==> config.mk <==
export PLATFORM = sky130hd
export DESIGN_NAME = instr_encoder
export DESIGN_NICKNAME = d
export VERILOG_FILES = /design/src/rtl/enc_pkg.sv /design/src/rtl/instr_format_pack.sv /design/src/rtl/instr_encoder.sv
export SDC_FILE = /design/constraint.sdc
export NUM_CORES = 1
export LEC_CHECK = 0
export CORE_AREA = 2 2 89 91
export CTS_CLUSTER_DIAMETER = 50
export CTS_CLUSTER_SIZE = 24
export DETAILED_ROUTE_END_ITERATION = 12
export DIE_AREA = 0 0 91 93
export PLACE_DENSITY = 0.76
export SYNTH_ARGS = -nofsm -noshare
export SYNTH_HDL_FRONTEND = slang
export SYNTH_SLANG_ARGS = --single-unit
export TNS_END_PERCENT = 50
==> constraint.sdc <==
create_clock -name clk -period 1.36 [get_ports clk]
set_input_delay 0.204 -clock clk [delete_from_list [all_inputs] [get_ports clk]]
set_output_delay 0.204 -clock clk [all_outputs]
set_load 0.005 [all_outputs]
==> src/rtl/enc_pkg.sv <==
// Shared types and constants for the RV32I instruction encoder.
// Holds op classes, base opcodes, the canonical NOP, FSM states and the field bundle.
// Also provides a signed-range helper used when immediate range checking is built in.
package enc_pkg;

    typedef enum logic [2:0] {
        OP_R      = 3'd0,
        OP_LOAD   = 3'd1,
        OP_OPIMM  = 3'd2,
        OP_STORE  = 3'd3,
        OP_BRANCH = 3'd4,
        OP_JAL    = 3'd5,
        OP_JALR   = 3'd6,
        OP_ILL    = 3'd7
    } op_e;

    localparam logic [6:0] OPC_R      = 7'b0110011;
    localparam logic [6:0] OPC_LOAD   = 7'b0000011;
    localparam logic [6:0] OPC_OPIMM  = 7'b0010011;
    localparam logic [6:0] OPC_STORE  = 7'b0100011;
    localparam logic [6:0] OPC_BRANCH = 7'b1100011;
    localparam logic [6:0] OPC_JAL    = 7'b1101111;
    localparam logic [6:0] OPC_JALR   = 7'b1100111;

    localparam logic [31:0] NOP_INSTR = 32'h00000013;

    typedef enum logic [1:0] {
        S_IDLE,
        S_LOAD,
        S_WRITE,
        S_FULL
    } state_e;

    typedef struct packed {
        op_e         op;
        logic [2:0]  fn3;
        logic [6:0]  fn7;
        logic [4:0]  rd;
        logic [4:0]  rs1;
        logic [4:0]  rs2;
        logic [31:0] imm;
    } fields_t;

    // True when v, read as a signed 32-bit value, fits in a signed field of 'bits' bits.
    function automatic logic fits_signed(input logic [31:0] v, input int bits);
        int lo;
        int hi;
        lo = -(1 << (bits - 1));
        hi = (1 << (bits - 1)) - 1;
        return ($signed(v) >= lo) && ($signed(v) <= hi);
    endfunction

endpackage

==> src/rtl/instr_format_pack.sv <==
// Combinational packer: field bundle -> 32-bit RV32I word, NOP plus err on illegal op.
// Latency: zero cycles (pure combinational).
// Backpressure: none; caller decides when the word is captured.
// Ports: f (field bundle in), word (encoded instruction out), err (word replaced by NOP).
// Build option IMM_RANGE_CHECK_EN: out-of-range immediates also yield NOP with err.
module instr_format_pack
    import enc_pkg::*;
(
    input  fields_t     f,
    output logic [31:0] word,
    output logic        err
);

    logic range_ok;

`ifdef IMM_RANGE_CHECK_EN
    // Branch and jump offsets are in bytes and must be halfword aligned.
    always_comb begin
        range_ok = 1'b1;
        case (f.op)
            OP_LOAD, OP_OPIMM, OP_JALR, OP_STORE: range_ok = fits_signed(f.imm, 12);
            OP_BRANCH: range_ok = fits_signed(f.imm, 13) && !f.imm[0];
            OP_JAL:    range_ok = fits_signed(f.imm, 21) && !f.imm[0];
            default:   range_ok = 1'b1;
        endcase
    end
`else
    // High immediate bits are simply truncated by every format.
    logic unused_imm_hi;
    assign unused_imm_hi = ^f.imm[31:21];
    assign range_ok      = 1'b1;
`endif

    always_comb begin
        word = NOP_INSTR;
        err  = 1'b0;
        case (f.op)
            OP_R:      word = {f.fn7, f.rs2, f.rs1, f.fn3, f.rd, OPC_R};
            OP_LOAD:   word = {f.imm[11:0], f.rs1, f.fn3, f.rd, OPC_LOAD};
            OP_OPIMM:  word = {f.imm[11:0], f.rs1, f.fn3, f.rd, OPC_OPIMM};
            OP_JALR:   word = {f.imm[11:0], f.rs1, 3'b000, f.rd, OPC_JALR};
            OP_STORE:  word = {f.imm[11:5], f.rs2, f.rs1, f.fn3, f.imm[4:0], OPC_STORE};
            OP_BRANCH: word = {f.imm[12], f.imm[10:5], f.rs2, f.rs1, f.fn3,
                               f.imm[4:1], f.imm[11], OPC_BRANCH};
            OP_JAL:    word = {f.imm[20], f.imm[10:1], f.imm[11], f.imm[19:12],
                               f.rd, OPC_JAL};
            default: begin
                word = NOP_INSTR;
                err  = 1'b1;
            end
        endcase
        if (!range_ok) begin
            word = NOP_INSTR;
            err  = 1'b1;
        end
    end

endmodule

==> src/rtl/instr_encoder.sv <==
// Packs field bundles into RV32I words and writes them to sequential instruction-memory addresses.
// Latency: bundle accepted in cycle N -> wr_en/wr_data in N+1; one word per two cycles.
// Backpressure: in_ready high only in LOAD; held low while writing, idle, or after DEPTH words.
// Ports: clk/rst (sync, active high); start; in_valid/in_ready + op/fn3/fn7/rd/rs1/rs2/imm;
//        wr_en/wr_addr/wr_data memory write port; count, full, err status.
// Build option IMM_RANGE_CHECK_EN enables immediate range checking in instr_format_pack.
module instr_encoder
    import enc_pkg::*;
#(
    parameter int D_WIDTH   = 32,
    parameter int A_WIDTH   = 10,
    parameter int DEPTH     = 256,
    parameter int BASE_ADDR = 0
) (
    input  logic               clk,
    input  logic               rst,
    input  logic               start,
    input  logic               in_valid,
    output logic               in_ready,
    input  logic [2:0]         op,
    input  logic [2:0]         fn3,
    input  logic [6:0]         fn7,
    input  logic [4:0]         rd,
    input  logic [4:0]         rs1,
    input  logic [4:0]         rs2,
    input  logic [D_WIDTH-1:0] imm,
    output logic               wr_en,
    output logic [A_WIDTH-1:0] wr_addr,
    output logic [D_WIDTH-1:0] wr_data,
    output logic [A_WIDTH-2:0] count,
    output logic               full,
    output logic               err
);

    localparam logic [A_WIDTH-1:0] BASE = A_WIDTH'(BASE_ADDR);
    localparam logic [A_WIDTH-2:0] LAST = (A_WIDTH-1)'(DEPTH - 1);

    state_e      state;
    state_e      state_nxt;
    fields_t     fields;
    logic [31:0] pack_word;
    logic        pack_err;
    logic        accept;

    assign fields = '{op: op_e'(op), fn3: fn3, fn7: fn7, rd: rd,
                      rs1: rs1, rs2: rs2, imm: imm};

    instr_format_pack u_pack (
        .f    (fields),
        .word (pack_word),
        .err  (pack_err)
    );

    // start takes priority over a coincident handshake; that bundle is dropped.
    assign accept   = (state == S_LOAD) && in_valid && !start;
    assign in_ready = (state == S_LOAD);
    assign full     = (state == S_FULL);

    always_comb begin
        state_nxt = state;
        case (state)
            S_IDLE:  if (start) state_nxt = S_LOAD;
            S_LOAD:  if (start) state_nxt = S_LOAD;
                     else if (in_valid) state_nxt = S_WRITE;
            S_WRITE: if (start) state_nxt = S_LOAD;
                     else if (count == LAST) state_nxt = S_FULL;
                     else state_nxt = S_LOAD;
            S_FULL:  if (start) state_nxt = S_LOAD;
            default: state_nxt = S_IDLE;
        endcase
    end

    always_ff @(posedge clk) begin
        if (rst) begin
            state   <= S_IDLE;
            wr_en   <= 1'b0;
            err     <= 1'b0;
            wr_data <= '0;
            wr_addr <= BASE;
            count   <= '0;
        end else begin
            state <= state_nxt;
            // wr_en/err are registered from the handshake, so they are high exactly in WRITE.
            wr_en <= accept;
            err   <= accept && pack_err;
            if (accept) wr_data <= D_WIDTH'(pack_word);
            // A write in progress still commits when start arrives; the pointer rewinds after it.
            if (start) begin
                wr_addr <= BASE;
                count   <= '0;
            end else if (state == S_WRITE) begin
                wr_addr <= wr_addr + A_WIDTH'(4);
                count   <= count + 1'b1;
            end
        end
    end

endmodule

==> summary.txt <==
Status
  – Status: finished, violations left
  – Failing checks: setup timing

Yosys
  – EDFF count, synth: 0
  – Yosys top cell by area: dfxtp_1
  – Yosys cell types: 50
  – Most frequent cells after synthesis: 52 x dfxtp_1, 36 x a21oi_1, 32 x nor2_1, 27 x nand2_1, 14 x a211oi_1
  – Ys async rst share: 0
  – Largest cells by area after synthesis: dfxtp_1 36%, a21oi_1 6.3%, nor2_1 4.2%, a211oi_1 3.6%, nand2_1 3.5%
  – Top-count cell post-synth: dfxtp_1
  – Synth Area per Inst: about 8.5 sq um
  – Mapped Area: 0.00288 sq mm
  – Post-synthesis register bit count: 52
  – Post-synth top flop: dfxtp_1
  – Share of the synthesized area in the top cell type: 0.361
  – Mapped Cells: 340
  – Sequential fraction of the synthesis area: 0.361
  – Yosys warning total: 0

Placed design
  – IO buf count: 105
  – Placer Congestion: 0.820
  – Inst Count DP: 563
  – DP Worst Slack: -0.488 ns
  – Final HPWL DP: between 6000 and 7000 um

Detailed routing
  – Post-route DRC: 0
  – Total Wirelength: 8750 um
  – Via-to-Cell Ratio: 5.26
  – DRT iter0 DRCs: about 120
  – Vias: 3,083
  – Drt first pass iters: 5
  – Detailed-route wire length per cell: 14.9 um
  – Post-DRT Antenna Nets: 0

Floorplanning
  – I/O pin count: ~120
  – Die X-Extent: 91 um
  – Die ar.: 0.00846 sq mm
  – Starting Density: 0.383
  – Chip Height: 93 um
  – Cell row count: 32
  – Core area: 0.00753 sq mm

GRT
  – Largest net degree at the start of global routing: 36
  – GRT overflow: 0
  – Initial antenna violation count: 0
  – Total GRT Usage: 0.200
  – Vias in the first global route: 2,985
  – First-pass GRT wire length: between 10,000 and 15,000 um

Clock tree
  – Clock root buffer master: clkbuf_8
  – # clock sinks: 52
  – Worst skew pair latency: 0.31 ns
  – CTS tree: done
  – Num CTS Buffers: 5
  – Clk pin slew, worst setup/hold paths: 0.09 ns
  – CTS H-tree lvls: 2
  – Clk buf depth: 2
  – Post-CTS Hold Fix Bufs: 0

STA
  – Final period util: 1.07
  – Final worst-path setup slack: -0.0984 ns
  – # setup viols final: 22
  – Fin. Hold Viols: 0
  – Maximum clock rate: 686 MHz
  – Slew Viols, Final: 0
  – Setup Skew: 0.0136 ns
  – Unrepaired setup endpoints after global routing: true
  – Min Tclk post-route: 1.46 ns
  – Hold slack: between 0.2 and 0.3 ns

Critical path
  – Critical path class: register to register
  – Cell family contributing the most delay on the critical path: simple AND/OR/NAND/NOR gates
  – Worst Path Arrival: 1.70 ns
  – CP cell instances: inv_2, ha_4, and3b_2, nand2_4, or3_4, a21oi_2
  – Worst Path Required: 1.60 ns
  – Crit-path max cell delay: 0.40 ns
  – Crit start category: register
  – Worst Path Buf+Inv: 1
  – Slowest-stage cell, CP: or3_4
  – Worst setup EP type: register
  – Worst-path maximum fanout: 8

Final layout
  – FILL cells: about 660
  – Number of non-filler instances in the completed layout: 586
  – Fin nets: 554
  – Layout area overhead: 64.7%
  – Antenna fix cells: 0
  – Share of cells above drive strength 1: 0.337

Flow run
  – MaxCap Viol Count: 0

Power and ir drop
  – Sequential share of power: 0.478
  – Leakage power: 2.27 nW
  – Internal power: 2.43 mW
  – Clk pwr share: 0.278
  – Switch share: 0.269
  – Logic pwr share: 0.244
  – Peak VDD IR: 396 uV
  – Power Density: 701 mW/mm^2
  – NetSw: 0.897 mW
  – Design Power: 3.33 mW

Min path
  – Min-Delay Path Class: primary input to register
tightest hold or removal path: stages:
cell	delay [ns]
buf_2	0.09
or2_2	0.16
a211oi_1	0.06
through the flow:
stage	TNS, ns	instance area, sq um	utilization
detailed placement	-11.61	4270	0.568
finish	-0.971	4740	0.630
global placement	-10.55	4270	0.568
floorplan	-0.378	2900	-
global route	-2.88	4740	0.630
CTS	-1.08	4540	0.603
logic make-up after synthesis:
family | synth area share
compound gates | 0.212
fa+ha+maj | 0.0304
flops | 0.361
other cells | 0.00130
mux | 0.0213
xor+xnor | 0.0365
buf+inv | 0.0830
simple gates | 0.254
flip-flops by register name (all words and copies together), names as in the netlist:
name	flops
wr_addr	8
err	1
count	9
state	2
wr_en	1
wr_data	31
timing repair:
| item | CTS | global route |
|---|---|---|
| setup endpoints to repair | 83 | 68 |
| pin swaps | 13 | 11 |
| resized for setup | 81 | 54 |
| setup buffers | 11 | 4 |
| gates cloned | 0 | 0 |
worst paths after layout:
check / from / endpoint / slack, ns / cells after the start
max: state[1] / wr_data[25] / -0.1 / 6
min: rst / state[1] / 0.25 / 3
max reg2reg: state[1] / wr_data[25] / -0.1 / 6
min reg2reg: wr_data[7] / wr_data[7] / 0.46 / 2
cells in the final DEF (no fill, tap or decap), types with 5 or more instances in the layout:
master,instances
o22ai_1,6
nor2_1,27
a21oi_2,11
dlymetal6s2s_1,27
a211oi_1,10
nand4_1,10
a21oi_1,29
xor2_1,9
nor2b_1,8
nand2_1,27
nand3_1,5
buf_12,8
nor3_1,6
buf_4,48
dfxtp_2,35
dlygate4sd2_1,23
nand3b_1,8
mux2i_1,5
o21ai_0,8
dfxtp_1,14
clkdlybuf4s50_1,51
clkbuf_8,6
or3_1,8
power by group through the flow:
stage / Clock [mW] / Combinational, mW / Sequential [mW]
final: 0.924 / 0.811 / 1.59
after detailed placement: 0 / 0.759 / 1.63
after floorplan: 0 / 0.355 / 1.63
after global placement: 0 / 0.737 / 1.63
after global routing: 1.02 / 0.878 / 1.60
after CTS: 0.950 / 0.788 / 1.59
layout make-up:
cell class	count	area [sq um]	share of cell area
multi-input combinational	254	1770	0.373
timing repair buffer	165	1640	0.346
sequential	52	1100	0.231
tap	102	128	0.0269
clock buffer	7	86.3	0.0182
inverter	5	18.8	0.00396
clock inverter	1	7.51	0.00158
per-layer routing:
| layer | up-vias | GRT usage | wire length [um] |
|---|---|---|---|
| met1 | 1466 | 0.248 | 3650 |
| li1 | 1490 | - | - |
| met2 | 117 | 0.352 | 4510 |
| met4 | 0 | 0.0505 | 115 |
| met3 | 10 | 0.0427 | 478 |
| met5 | - | 0 | 0 |
No activity file was read; power rests on OpenSTA's default activity.
